--- src/rtl/imm_extend_pipe_pkg.sv ---
// Shared extend-mode encoding for the ID-stage immediate extender.
package imm_extend_pipe_pkg;

    localparam int MODE_W = 3;

    typedef logic [MODE_W-1:0] mode_t;

    localparam mode_t EXT_ZEXT = 3'd0;
    localparam mode_t EXT_SEXT = 3'd1;
    localparam mode_t EXT_ZSH  = 3'd2;
    localparam mode_t EXT_LUI  = 3'd3;
    localparam mode_t EXT_BR   = 3'd4;

    // Every encoding above EXT_BR is reserved and yields data 0 with err set.
    function automatic logic mode_reserved(input mode_t mode);
        return mode > EXT_BR;
    endfunction

endpackage

--- src/rtl/imm_extend_pipe_if.sv ---
// Handshake bundle between decode, the extender and the ID/EX register.
interface imm_extend_pipe_if #(
    parameter int IN_W  = 16,
    parameter int OUT_W = 32
);
    import imm_extend_pipe_pkg::*;

    logic             flush;
    logic             in_valid;
    logic             in_ready;
    logic [IN_W-1:0]  in_field;
    mode_t            in_mode;
    logic             out_valid;
    logic             out_ready;
    logic [OUT_W-1:0] out_data;
    logic             out_err;

    modport master (
        output flush, in_valid, in_field, in_mode, out_ready,
        input  in_ready, out_valid, out_data, out_err
    );

    modport slave (
        input  flush, in_valid, in_field, in_mode, out_ready,
        output in_ready, out_valid, out_data, out_err
    );

endinterface

--- src/rtl/imm_extend_core.sv ---
// Combinational field+mode -> extended operand; zero latency, no state, no backpressure.
module imm_extend_core
    import imm_extend_pipe_pkg::*;
#(
    parameter int IN_W    = 16,
    parameter int OUT_W   = 32,
    parameter int SHAMT_W = 5
) (
    input  logic [IN_W-1:0]  field,
    input  mode_t            mode,
    output logic [OUT_W-1:0] data,
    output logic             err
);

    if (OUT_W < 2 * IN_W) begin : g_bad_out_w
        $error("imm_extend_core: OUT_W must be >= 2*IN_W");
    end
    if (SHAMT_W > IN_W || SHAMT_W < 1) begin : g_bad_shamt_w
        $error("imm_extend_core: SHAMT_W must be in 1..IN_W");
    end

    logic [OUT_W-1:0] sext;

    assign sext = {{(OUT_W-IN_W){field[IN_W-1]}}, field};

    always_comb begin
        data = '0;
        err  = mode_reserved(mode);
        case (mode)
            EXT_ZEXT: data = {{(OUT_W-IN_W){1'b0}}, field};
            EXT_SEXT: data = sext;
            EXT_ZSH:  data = {{(OUT_W-SHAMT_W){1'b0}}, field[SHAMT_W-1:0]};
            EXT_LUI:  data = {field, {(OUT_W-IN_W){1'b0}}};
            // Branch offsets are word-scaled; bits shifted past OUT_W are dropped.
            EXT_BR:   data = {sext[OUT_W-3:0], 2'b00};
            default:  data = '0;
        endcase
    end

endmodule

--- src/rtl/imm_extend_pipe.sv ---
// Pipelined immediate extender: 1-cycle latency, 2-entry skid (main + skid) absorbs stalls;
// in_ready is registered (!skid_valid) so out_ready never reaches in_ready combinationally.
module imm_extend_pipe
    import imm_extend_pipe_pkg::*;
#(
    parameter int IN_W    = 16,
    parameter int OUT_W   = 32,
    parameter int SHAMT_W = 5
) (
    input  logic          Clk,
    input  logic          Reset_n,
    imm_extend_pipe_if.slave bus
);

    if (OUT_W < 2 * IN_W) begin : g_bad_out_w
        $error("imm_extend_pipe: OUT_W must be >= 2*IN_W");
    end
    if (SHAMT_W > IN_W || SHAMT_W < 1) begin : g_bad_shamt_w
        $error("imm_extend_pipe: SHAMT_W must be in 1..IN_W");
    end

    logic [OUT_W-1:0] ext_data;
    logic             ext_err;

    logic             main_valid;
    logic [OUT_W-1:0] main_data;
    logic             main_err;
    logic             skid_valid;
    logic [OUT_W-1:0] skid_data;
    logic             skid_err;

    logic             accept;
    logic             drain;

    imm_extend_core #(
        .IN_W    (IN_W),
        .OUT_W   (OUT_W),
        .SHAMT_W (SHAMT_W)
    ) u_core (
        .field (bus.in_field),
        .mode  (bus.in_mode),
        .data  (ext_data),
        .err   (ext_err)
    );

    assign accept = bus.in_valid && !skid_valid;
    assign drain  = !main_valid || bus.out_ready;

    always_ff @(posedge Clk) begin
        if (!Reset_n) begin
            main_valid <= 1'b0;
            main_data  <= '0;
            main_err   <= 1'b0;
            skid_valid <= 1'b0;
            skid_data  <= '0;
            skid_err   <= 1'b0;
        end else if (bus.flush) begin
            // Squash drops held entries and any input offered this cycle.
            main_valid <= 1'b0;
            skid_valid <= 1'b0;
        end else if (drain) begin
            if (skid_valid) begin
                main_valid <= 1'b1;
                main_data  <= skid_data;
                main_err   <= skid_err;
                skid_valid <= 1'b0;
            end else if (accept) begin
                main_valid <= 1'b1;
                main_data  <= ext_data;
                main_err   <= ext_err;
            end else begin
                main_valid <= 1'b0;
            end
        end else if (accept) begin
            skid_valid <= 1'b1;
            skid_data  <= ext_data;
            skid_err   <= ext_err;
        end
    end

    assign bus.in_ready  = !skid_valid;
    assign bus.out_valid = main_valid;
    assign bus.out_data  = main_data;
    assign bus.out_err   = main_err;

endmodule
--- src/flat_wrapper.sv ---
// flat-port wrapper written by rule: the top's interface ports become plain ports
module imm_extend_pipe_flat import imm_extend_pipe_pkg::*;
#(
    parameter int IN_W    = 16,
    parameter int OUT_W   = 32,
    parameter int SHAMT_W = 5
)
  (Clk, Reset_n, bus_flush, bus_in_valid, bus_in_field, bus_in_mode, bus_out_ready, bus_in_ready, bus_out_valid, bus_out_data, bus_out_err);
  imm_extend_pipe_if #(.IN_W(IN_W), .OUT_W(OUT_W)) bus_i ();
  input  logic Clk;
  input  logic Reset_n;
  input wire logic [$bits(bus_i.flush)-1:0] bus_flush;
  input wire logic [$bits(bus_i.in_valid)-1:0] bus_in_valid;
  input wire logic [$bits(bus_i.in_field)-1:0] bus_in_field;
  input wire logic [$bits(bus_i.in_mode)-1:0] bus_in_mode;
  input wire logic [$bits(bus_i.out_ready)-1:0] bus_out_ready;
  output wire logic [$bits(bus_i.in_ready)-1:0] bus_in_ready;
  output wire logic [$bits(bus_i.out_valid)-1:0] bus_out_valid;
  output wire logic [$bits(bus_i.out_data)-1:0] bus_out_data;
  output wire logic [$bits(bus_i.out_err)-1:0] bus_out_err;
  assign bus_i.flush = bus_flush;
  assign bus_i.in_valid = bus_in_valid;
  assign bus_i.in_field = bus_in_field;
  assign bus_i.in_mode = bus_in_mode;
  assign bus_i.out_ready = bus_out_ready;
  assign bus_in_ready = bus_i.in_ready;
  assign bus_out_valid = bus_i.out_valid;
  assign bus_out_data = bus_i.out_data;
  assign bus_out_err = bus_i.out_err;
  imm_extend_pipe #(.IN_W(IN_W), .OUT_W(OUT_W), .SHAMT_W(SHAMT_W)) u_core (.Clk(Clk), .Reset_n(Reset_n), .bus(bus_i));
endmodule
--- config.mk ---
export PLATFORM = sky130hd
export DESIGN_NAME = imm_extend_pipe_flat
export DESIGN_NICKNAME = d
export VERILOG_FILES = /design/src/rtl/imm_extend_pipe_pkg.sv /design/src/rtl/imm_extend_pipe_if.sv /design/src/rtl/imm_extend_core.sv /design/src/rtl/imm_extend_pipe.sv /design/src/flat_wrapper.sv
export SDC_FILE = /design/constraint.sdc
export NUM_CORES = 1
export LEC_CHECK = 0
export ABC_AREA = 1
export BUFFER_PORTS_ARGS = -buffer_cell sky130_fd_sc_hd__clkbuf_2
export CAP_MARGIN = 20
export CORE_MARGIN = 1
export CORE_UTILIZATION = 50
export DETAILED_ROUTE_END_ITERATION = 6
export GPL_TIMING_DRIVEN = 0
export PLACE_DENSITY = 0.75
export SLEW_MARGIN = 20
export SYNTH_ARGS = -nofsm -noshare
export SYNTH_HDL_FRONTEND = slang
export SYNTH_SLANG_ARGS = --single-unit
--- constraint.sdc ---
create_clock -name Clk -period 1.11 [get_ports Clk]
set_input_delay 0.0555 -clock Clk [delete_from_list [all_inputs] [get_ports Clk]]
set_output_delay 0.0555 -clock Clk [all_outputs]
set_load 0.1 [all_outputs]
# After elaboration in Yosys (flattened, before gate mapping)
# Index checks and enable logic that the tools add are counted.
# W data, S select, Z words.
dict set report classes {
  magnitude_cmp 1
  n_eq_ne 4
  mux 7
  bitwise 3
  n_reduce_logical 10
}
# cell n
set ops {}
lappend ops {{$pmux W32 S5} 1}
lappend ops {{$mux W32} 2}
lappend ops {{$eq A3 B2 Y1 const B} 2}
lappend ops {{$reduce_and A3 Y1} 2}
lappend ops {{$mux W1} 4}
lappend ops {{$eq A3 B1 Y1 const B} 1}
lappend ops {{$eq A3 B3 Y1 const B} 1}
lappend ops {{$gt A3 B3 Y1 const B} 1}
lappend ops {{$logic_not A3 Y1} 1}
lappend ops {{$not A1 Y1} 3}
lappend ops {{$reduce_or A3 Y1} 1}
lappend ops {{$logic_not A1 Y1} 2}
lappend ops {{$reduce_bool A2 Y1} 1}
lappend ops {{$reduce_or A2 Y1} 1}
lappend ops {{$logic_and A1 B1 Y1} 1}
lappend ops {{$logic_or A1 B1 Y1} 1}
dict set report word_totals {
  register_bits 68
  output_inout_bits 35
  word_cells 31
}

# Logic depth before layout (Yosys ltp)
# Gate-level depths: netlist (run 1).
dict set report logic_depth {
  ltp_word 4
  mapped_depth 8
  depth_no_buf 8
}

# Modules after synthesis
# Synthesis (run 1) repeated with hierarchy kept, for this count alone.
dict set report unflattened {
  hier_cells 610
  area_unflattened_um2 3736.1
}
# module n_inst cells_each area_each_um2 seq_area_each_um2
set by_module_without_submodules {}
lappend by_module_without_submodules {imm_extend_pipe 1 510 3173.0 1361.3}
lappend by_module_without_submodules {imm_extend_core 1 100 563.0 0.0}

# Least setup slack after synthesis (run 1)
# OpenSTA, ideal clock, no wires.
dict set report synth_path {
  path_kind {reg-to-reg}
  startpoint {register u_core.main_valid, in the netlist u_core.bus.out_valid}
  endpoint {register u_core.skid_data[4]}
  arrival_ns 1.744
  required_ns 0.993
  slack_ns -0.751
  path_stages_with_launch 9
  path_buffers 1
  cell_sequence {dfxtp_1 inv_1 nor2_1 inv_2 nor2_4 inv_2 buf_2 a21oi_1 nor2_1}
}
dict set report synth_via {
  elab_chain_len 4
}
# element line
set synth_rtl {}
lappend synth_rtl {{start, declared} imm_extend_pipe.sv:25} ;# logic main_valid;
lappend synth_rtl {{start signal, assigned} imm_extend_pipe.sv:51} ;# main_valid <= 1'b0;
lappend synth_rtl {{start signal, assigned} imm_extend_pipe.sv:59} ;# main_valid <= 1'b0;
lappend synth_rtl {{start signal, assigned} imm_extend_pipe.sv:63} ;# main_valid <= 1'b1;
lappend synth_rtl {{$logic_not A1 Y1} imm_extend_pipe.sv:47} ;# assign drain = !main_valid || bus.out_ready;
lappend synth_rtl {{$logic_or A1 B1 Y1} imm_extend_pipe.sv:47}
lappend synth_rtl {{$not A1 Y1 (no line)} n/a}
lappend synth_rtl {{$reduce_and A3 Y1 (no line)} n/a}
lappend synth_rtl {{end signal, assigned} imm_extend_pipe.sv:76} ;# skid_data <= ext_data;
lappend synth_rtl {{end, declared} imm_extend_pipe.sv:29} ;# logic [OUT_W-1:0] skid_data;
# No other way between the ends.
# A chain may end at the register's enable or synchronous reset.

# Worst setup path after layout (run 1)
dict set report layout_path {
  startpoint {register u_core.skid_valid}
  endpoint {register u_core.skid_data[20]}
}
dict set report layout_via {
  elab_chain_len 3
}
# element line
set layout_rtl {}
lappend layout_rtl {{start, declared} imm_extend_pipe.sv:28} ;# logic skid_valid;
lappend layout_rtl {{start signal, assigned} imm_extend_pipe.sv:54} ;# skid_valid <= 1'b0;
lappend layout_rtl {{start signal, assigned} imm_extend_pipe.sv:60} ;# skid_valid <= 1'b0;
lappend layout_rtl {{start signal, assigned} imm_extend_pipe.sv:66} ;# skid_valid <= 1'b0;
lappend layout_rtl {{$logic_not A1 Y1} imm_extend_pipe.sv:46} ;# assign accept = bus.in_valid && !skid_valid;
lappend layout_rtl {{$logic_and A1 B1 Y1} imm_extend_pipe.sv:46}
lappend layout_rtl {{$reduce_and A3 Y1 (no line)} n/a}
# No other way between the ends.

==> impl_results.rst, run 1 <==
.. list-table::
   :header-rows: 1

   * - Metric
     - Value
   * - Status
     - complete, but fails checks
   * - Violated checks
     - negative setup slack
   * - Most used cells in the layout excluding fill and tap cells
     - sky130_fd_sc_hd__nand2_1 (88), sky130_fd_sc_hd__a21oi_2 (43), sky130_fd_sc_hd__nand3_1 (40), sky130_fd_sc_hd__nor2_1 (40), sky130_fd_sc_hd__inv_1 (35)
   * - Worst supply voltage drop on vdd
     - 0.849 mV
   * - Fmax achieved
     - approximately 710 MHz
   * - Chip width
     - ~86 um
   * - Residual DRC count
     - 0
   * - Most common cell after layout, fill and taps aside
     - sky130_fd_sc_hd__nand2_1
   * - Global-route wire length before repair
     - ~17000 um
   * - Count of pins on the block boundary
     - 59
   * - Distinct cells, synth
     - 25
   * - Detail-routed net length per standard cell
     - 17.3 um
   * - Startpoint type of the worst setup path
     - flop
   * - Total of warnings raised by yosys
     - 0
   * - Transition time at the pin with the least slew margin
     - approximately 0.57 ns
   * - Setup Skew
     - roughly 0.0089 ns
   * - Estimated wirelength of the detail-placed design
     - between 7000 and 8000 um
   * - Vert. Die Dim
     - ~86 um
   * - Starting utilization of the core area
     - roughly 52%
   * - Path type of the worst setup path
     - flop to flop
   * - Number of hold violations in the final report
     - 0
   * - Fraction of layout instances using a drive strength above 1
     - 46.9%
   * - TritonCTS clock tree
     - yes
   * - Cell with the biggest individual delay on the critical path
     - sky130_fd_sc_hd__dfxtp_4
   * - Number of fill cells
     - 526
   * - Number of instances in the placed design
     - between 600 and 700
   * - Cell area after technology mapping
     - between 3000 and 4000 um2
   * - Pwr Total
     - 6170 uW
   * - Post-Syn Area per Cell
     - 6.86 um2
   * - Area taken by flip-flops and latches
     - about 1400 um2
   * - Maximum root-to-sink buffer count
     - 2
   * - Critical path, cell by cell
     - inv_8, nand3_4, nor2_4, buf_6, buf_6, o21ai_0, nor2_1
   * - Net Sw Frac
     - approximately 37%
   * - Number of maximum-capacitance violations
     - 0
   * - Max transition margin
     - 62.1%
   * - Net total in the final layout
     - 633
   * - Share of power burned in combinational logic
     - roughly 28%
   * - Total detailed-routing wirelength
     - between 10000 and 15000 um
   * - Area of the multi-input gates
     - roughly 2200 um2
   * - Via count of the first global-routing pass
     - roughly 3500
   * - Area of the core
     - 6830 um2
   * - Switching power summed over all nets
     - about 2300 uW
   * - Combined buffer and inverter count along the critical path
     - 3
   * - Placer Congestion
     - 0.877
   * - Synthesized flop and latch total
     - 68
   * - Number of vias per cell
     - 5.79
   * - Worst path top cell family by delay
     - simple AND/OR/NAND/NOR gates
   * - Initial detailed-routing violation count
     - between 300 and 400
   * - Pleak
     - 0.00232 uW
   * - Post-synthesis instance total
     - slightly above 500
   * - Die Area
     - around 7500 um2
   * - Antenna diodes
     - 0
   * - Clock network latency to the later pin of the worst-skew pair
     - 0.36 ns
   * - Post-route non-filler standard cell count
     - 710
   * - Synthesized net count
     - 543
   * - Class of the worst hold path
     - input port to flop
   * - Buffer type at the clock tree root
     - sky130_fd_sc_hd__clkbuf_8
   * - Most common cell type on the critical path
     - sky130_fd_sc_hd__buf_6
   * - Clock Pin Slew Worst Setup and Hold Paths
     - 0.08 ns
   * - Router iterations before antenna repair
     - 6
   * - Internal power
     - between 3000 and 4000 uW
   * - Layout Area Growth over Synthesis
     - 44.3%
   * - Critical path endpoint category
     - flop
   * - Data required time at the worst endpoint
     - 1.39 ns
   * - Gr usage total
     - 30.2%
   * - Congestion Overflow GR
     - 0
   * - Number of antenna violations at the first check in global routing
     - 0
   * - Minimum clock period
     - approximately 1.4 ns
   * - Crit path max fanout
     - 10
   * - Relative contribution of the clock network to total power
     - 29.9%
   * - Critical path's largest stage delay
     - between 0.3 and 0.4 ns
   * - Worst-case setup margin in the final layout
     - -0.296 ns
   * - Share of power burned in registers
     - ~42%
   * - Unrepaired setup endpoints after global routing
     - yes
   * - Site Rows
     - 30
   * - Crit path arrival time
     - between 1.5 and 2 ns
   * - Total power per unit cell area
     - roughly 1200 nW/um2
   * - Total clock sinks
     - 68
   * - CTS Buf Count
     - 9
   * - Via count
     - 4114
   * - Residual antenna-violating net count after detailed routing
     - 0
   * - Final setup violation count
     - 67
   * - CTS H-tree depth
     - 3
   * - Max-slew violation count
     - 0
   * - Crit share post-route
     - 127%
   * - Total of buffers placed on input and output ports
     - 56
   * - Share of synthesized area occupied by flip-flops and latches
     - a little under two fifths
   * - Largest net degree at the start of global routing
     - 12
-- cell families (layout without fill, tap and decap cells) --
kind of cell | count (synthesis) | count (layout) | synth area share (%)
buf+inv | 83 | 176 | 11.5
simple gates | 268 | 270 | 35.4
compound gates | 100 | 100 | 14.9
flops | 68 | 68 | 38.2
-- cells in the mapped netlist (all sizes together) --
master / n / area, um2
a21oi: 66 / 360
nand3: 54 / 338
buf: 32 / 218
nor2: 75 / 307
nand2: 110 / 415
o21ai: 34 / 170
or2: 1 / 6.26
dfxtp: 68 / 1360
nand4: 26 / 178
clkbuf: 9 / 33.8
inv: 42 / 158
nor3: 2 / 15.0
-- metrics by stage --
stage / utilization, % / area [um2] / TNS (ns) / hold WS [ns] / setup slack [ns]
6_report: 75.2 / 5140 / -11.96 / 0.0214 / -0.296
5_1_grt: 75.2 / 5140 / -15.20 / 0.0369 / -0.345
4_1_cts: 68.0 / 4650 / -9.97 / 0.0268 / -0.172
3_5_place_dp: 59.3 / 4050 / -20.64 / 0.357 / -0.367
3_3_place_gp: 59.3 / 4050 / -18.12 / 0.353 / -0.309
2_1_floorplan: - / 3650 / -12.76 / 0.213 / -0.225
-- area by class of cell --
type                            instances  area share [%]
Inverter                               42            3.46
Clock buffer                           11            2.75
Timing Repair Buffer                   78            13.2
Clock inverter                          5           0.536
Multi-Input combinational cell        370            43.3
Sequential cell                        68            27.4
Buffer                                 40            7.04
Tap cell                               96            2.34
-- power groups by stage --
stage	clock [uW]	sequential, uW	combinational [uW]
2_1_floorplan	0	3260	531
3_3_place_gp	0	2650	1420
3_5_place_dp	0	2660	1420
4_1_cts	1810	2600	1590
5_1_grt	1940	2610	1810
6_report	1840	2600	1720
-- per-layer routing --
layer / vias to the layer above / GRT usage, % / wire [um]
li1: 1888 / - / -
met1: 1936 / 39.9 / 5020
met2: 229 / 49.4 / 5770
met3: 61 / 4.38 / 950
met4: 0 / 12.6 / 534
met5: - / 0 / 0
-- sequential cells by signal, summed over array words and instances, names as in the netlist --
| name | cells |
|---|---|
| u_core.bus.out_data | 32 |
| u_core.bus.out_err | 1 |
| u_core.bus.out_valid | 1 |
| u_core.skid_data | 32 |
| u_core.skid_err | 1 |
| u_core.skid_valid | 1 |
-- what timing repair did --
action | 4_1_cts | 5_1_grt
endpoints found under the setup margin | 101 | 67
hold buffers | 0 | 0
gates cloned | 6 | 4
buffers inserted | 6 | 8
gates resized for setup | 103 | 98
pin swaps | 12 | 15
-- worst register-to-register path: stages, from the launching register on --
cell and delay [ns]:
sky130_fd_sc_hd__dfxtp_4 0.38, sky130_fd_sc_hd__inv_8 0.07, sky130_fd_sc_hd__nand3_4 0.07, sky130_fd_sc_hd__nor2_4 0.21
sky130_fd_sc_hd__buf_6 0.16, sky130_fd_sc_hd__buf_6 0.14, sky130_fd_sc_hd__o21ai_0 0.12, sky130_fd_sc_hd__nor2_1 0.18
-- worst paths after layout --
check / from / endpoint / slack, ns / cells past startpoint
setup reg to reg: u_core.skid_valid / u_core.skid_data[20] / -0.30 / 7
hold reg to reg: u_core.skid_data[1] / u_core.skid_data[1] / 0.50 / 2
setup / recovery: u_core.skid_valid / u_core.skid_data[20] / -0.30 / 7
hold / removal: bus_in_field[1] / u_core.skid_data[1] / 0.02 / 3
Note: power is estimated with default switching activity, not from simulation.
==> inputs of run 2 (changes only) <==
- clock period: 1.11 -> 1.17 ns (I/O delays scaled with it)
==> run 2 against run 1 <==
Against the previous run:
- the flow still finishes with violations (negative setup slack)
- power fell by 5.2%
- clock skew barely moved
- count of clock-buffer cells in the layout did not move
- routed wire length barely moved
- final cell count did not move
- critical path depth did not move
- final area barely moved
- first-iteration DRC count did not move
- sequential power fell by 5%
- worst hold slack improved by 0.0044 ns
- critical path type unchanged
==> impl_results.rst, run 2 (synthesis results as in run 1) <==
.. list-table::
   :header-rows: 1

   * - Metric
     - Value
   * - Site Rows
     - 30
   * - Layout Area Growth over Synthesis
     - 44.2%
   * - Total of buffers placed on input and output ports
     - 56
   * - CTS H-tree depth
     - 3
   * - TritonCTS clock tree
     - yes
   * - Unrepaired setup endpoints after global routing
     - yes
   * - Congestion Overflow GR
     - 0
   * - Most common cell after layout, fill and taps aside
     - sky130_fd_sc_hd__nand2_1
   * - Area after DPL
     - 4050 um2
   * - Number of antenna violations at the first check in global routing
     - 0
   * - Fraction of layout instances using a drive strength above 1
     - between 40% and 50%
   * - Path type of the worst setup path
     - flop to flop
   * - Register-to-Register Setup Slack
     - -0.24 ns
   * - Transition time at the pin with the least slew margin
     - around 0.57 ns
   * - Critical path, cell by cell
     - inv_8, nand3_4, nor2_4, buf_6, buf_6, o21ai_0, nor2_1
   * - Placer Congestion
     - between 0.8 and 0.9
   * - Cell with the biggest individual delay on the critical path
     - sky130_fd_sc_hd__dfxtp_4
   * - Violated checks
     - negative setup slack
   * - Die Area
     - about 7500 um2
   * - Critical path endpoint category
     - flop
   * - Count of pins on the block boundary
     - 59
   * - Class of the worst hold path
     - input port to flop
   * - Chip width
     - around 86 um
   * - Max-slew violation count
     - 0
   * - Critical path's largest stage delay
     - between 0.3 and 0.4 ns
   * - Post-route standard cell area excluding fillers
     - 5130 um2
   * - CTS Buf Count
     - 9
   * - Most used cells in the layout excluding fill and tap cells
     - sky130_fd_sc_hd__nand2_1 (88), sky130_fd_sc_hd__a21oi_2 (43), sky130_fd_sc_hd__nand3_1 (40), sky130_fd_sc_hd__nor2_1 (40), sky130_fd_sc_hd__inv_1 (35)
   * - Clock Pin Slew Worst Setup and Hold Paths
     - roughly 0.08 ns
   * - Number of hold violations in the final report
     - 0
   * - Detail-routed net length per standard cell
     - 17.3 um
   * - Net total in the final layout
     - around 630
   * - Total detailed-routing wirelength
     - roughly 12000 um
   * - Maximum root-to-sink buffer count
     - 2
   * - Residual antenna-violating net count after detailed routing
     - 0
   * - Initial detailed-routing violation count
     - 370
   * - Largest net degree at the start of global routing
     - 12
   * - Pwr Total
     - 5850 uW
   * - Starting utilization of the core area
     - between 50 and 60%
   * - Minimum clock period
     - approximately 1.4 ns
   * - Antenna diodes
     - 0
   * - Via count
     - just over 4000
   * - Pleak
     - 0.00232 uW
   * - Number of vias per cell
     - 5.79
   * - Data required time at the worst endpoint
     - 1.44 ns
   * - Via count of the first global-routing pass
     - 3546
   * - Fmax achieved
     - 711 MHz
   * - Estimated wirelength of the detail-placed design
     - about 7100 um
   * - Crit path max fanout
     - 10
   * - Crit path arrival time
     - 1.68 ns
   * - Setup Skew
     - roughly 0.0088 ns
   * - Status
     - complete, but fails checks
   * - Startpoint type of the worst setup path
     - flop
   * - Most common cell type on the critical path
     - sky130_fd_sc_hd__buf_6
   * - Hold_buf cts
     - 0
   * - Gr usage total
     - a little under a third
   * - Residual DRC count
     - 0
   * - Final setup violation count
     - between 60 and 70
   * - Vert. Die Dim
     - between 80 and 90 um
   * - Max transition margin
     - slightly above 60%
   * - Number of maximum-capacitance violations
     - 0
   * - Area of the core
     - 6830 um2
   * - Clock network latency to the later pin of the worst-skew pair
     - between 0.3 and 0.4 ns
   * - Global-route wire length before repair
     - ~17000 um
   * - Crit share post-route
     - 120%
   * - Worst-case setup margin in the final layout
     - -0.236 ns
   * - Worst path top cell family by delay
     - simple AND/OR/NAND/NOR gates
   * - Total power per unit cell area
     - approximately 1100 nW/um2
   * - Buffer type at the clock tree root
     - sky130_fd_sc_hd__clkbuf_8
   * - Worst supply voltage drop on vdd
     - just over 0.8 mV
   * - Combined buffer and inverter count along the critical path
     - 3
   * - Router iterations before antenna repair
     - 5
   * - Total clock sinks
     - 68
## run 2: cell count changes in the layout (fill, tap and decap cells not counted)
cell                       delta
sky130_fd_sc_hd__clkbuf_4     -1
sky130_fd_sc_hd__buf_2        +1
## run 2: timing repair
item                                    in CTS  in global routing
buffers inserted                             6                  8
gates cloned                                 6                  4
pin swaps                                   12                 15
resized for setup                          102                 99
endpoints found under the setup margin     100                 68
## run 2: area by class of cell
class | instances | area, um2
fillers | 527 | 1700
repair buffers | 78 | 673
inverters | 42 | 178
clock inverters | 5 | 27.5
multi-input cells | 370 | 2220
plain buffers | 40 | 362
clock buffers | 11 | 141
flip-flops and latches | 68 | 1410
well taps | 96 | 120
## run 2: worst paths after layout
kind | cells past startpoint | start | end
setup / recovery | 7 | u_core.skid_valid | u_core.skid_data[20]
hold / removal | 3 | bus_in_field[1] | u_core.skid_data[1]
setup reg to reg | 7 | u_core.skid_valid | u_core.skid_data[20]
hold reg to reg | 2 | u_core.skid_data[1] | u_core.skid_data[1]
## run 2: tightest hold or removal path, delay by kind of cell
family | cells | cell delay [ns]
buf+inv | 1 | 0.13
simple gates | 1 | 0.09
compound gates | 1 | 0.05
## run 2: report_power, final
group / leakage (uW) / internal, uW / switching [uW] / total, uW
registers: 0.000568 / 2420 / 51.4 / 2470
clock network: 0.0000889 / 813 / 933 / 1750
logic: 0.00166 / 432 / 1200 / 1630
total: 0.00232 / 3660 / 2190 / 5850
## run 2: layer usage
layer / vias up / track usage [%] / wire length, um
met3: 60 / 4.38 / 940
met2: 230 / 49.4 / 5760
li1: 1889 / - / -
met4: 0 / 12.6 / 527
met1: 1934 / 39.9 / 5040
met5: - / 0 / 0
## run 2: metrics by stage
| stage | utilization (%) | std cells | hold slack, ns | setup slack, ns | setup TNS, ns |
|---|---|---|---|---|---|
| 3_5_place_dp | 59.3 | 671 | 0.360 | -0.307 | -16.63 |
| 5_1_grt | 75.1 | 710 | 0.0399 | -0.285 | -11.18 |
| 6_report | 75.1 | 710 | 0.0258 | -0.236 | -7.93 |
| 3_3_place_gp | 59.3 | 671 | 0.356 | -0.249 | -14.11 |
| 2_1_floorplan | - | 519 | 0.216 | -0.165 | -8.80 |
| 4_1_cts | 68.0 | 699 | 0.0298 | -0.112 | -5.95 |
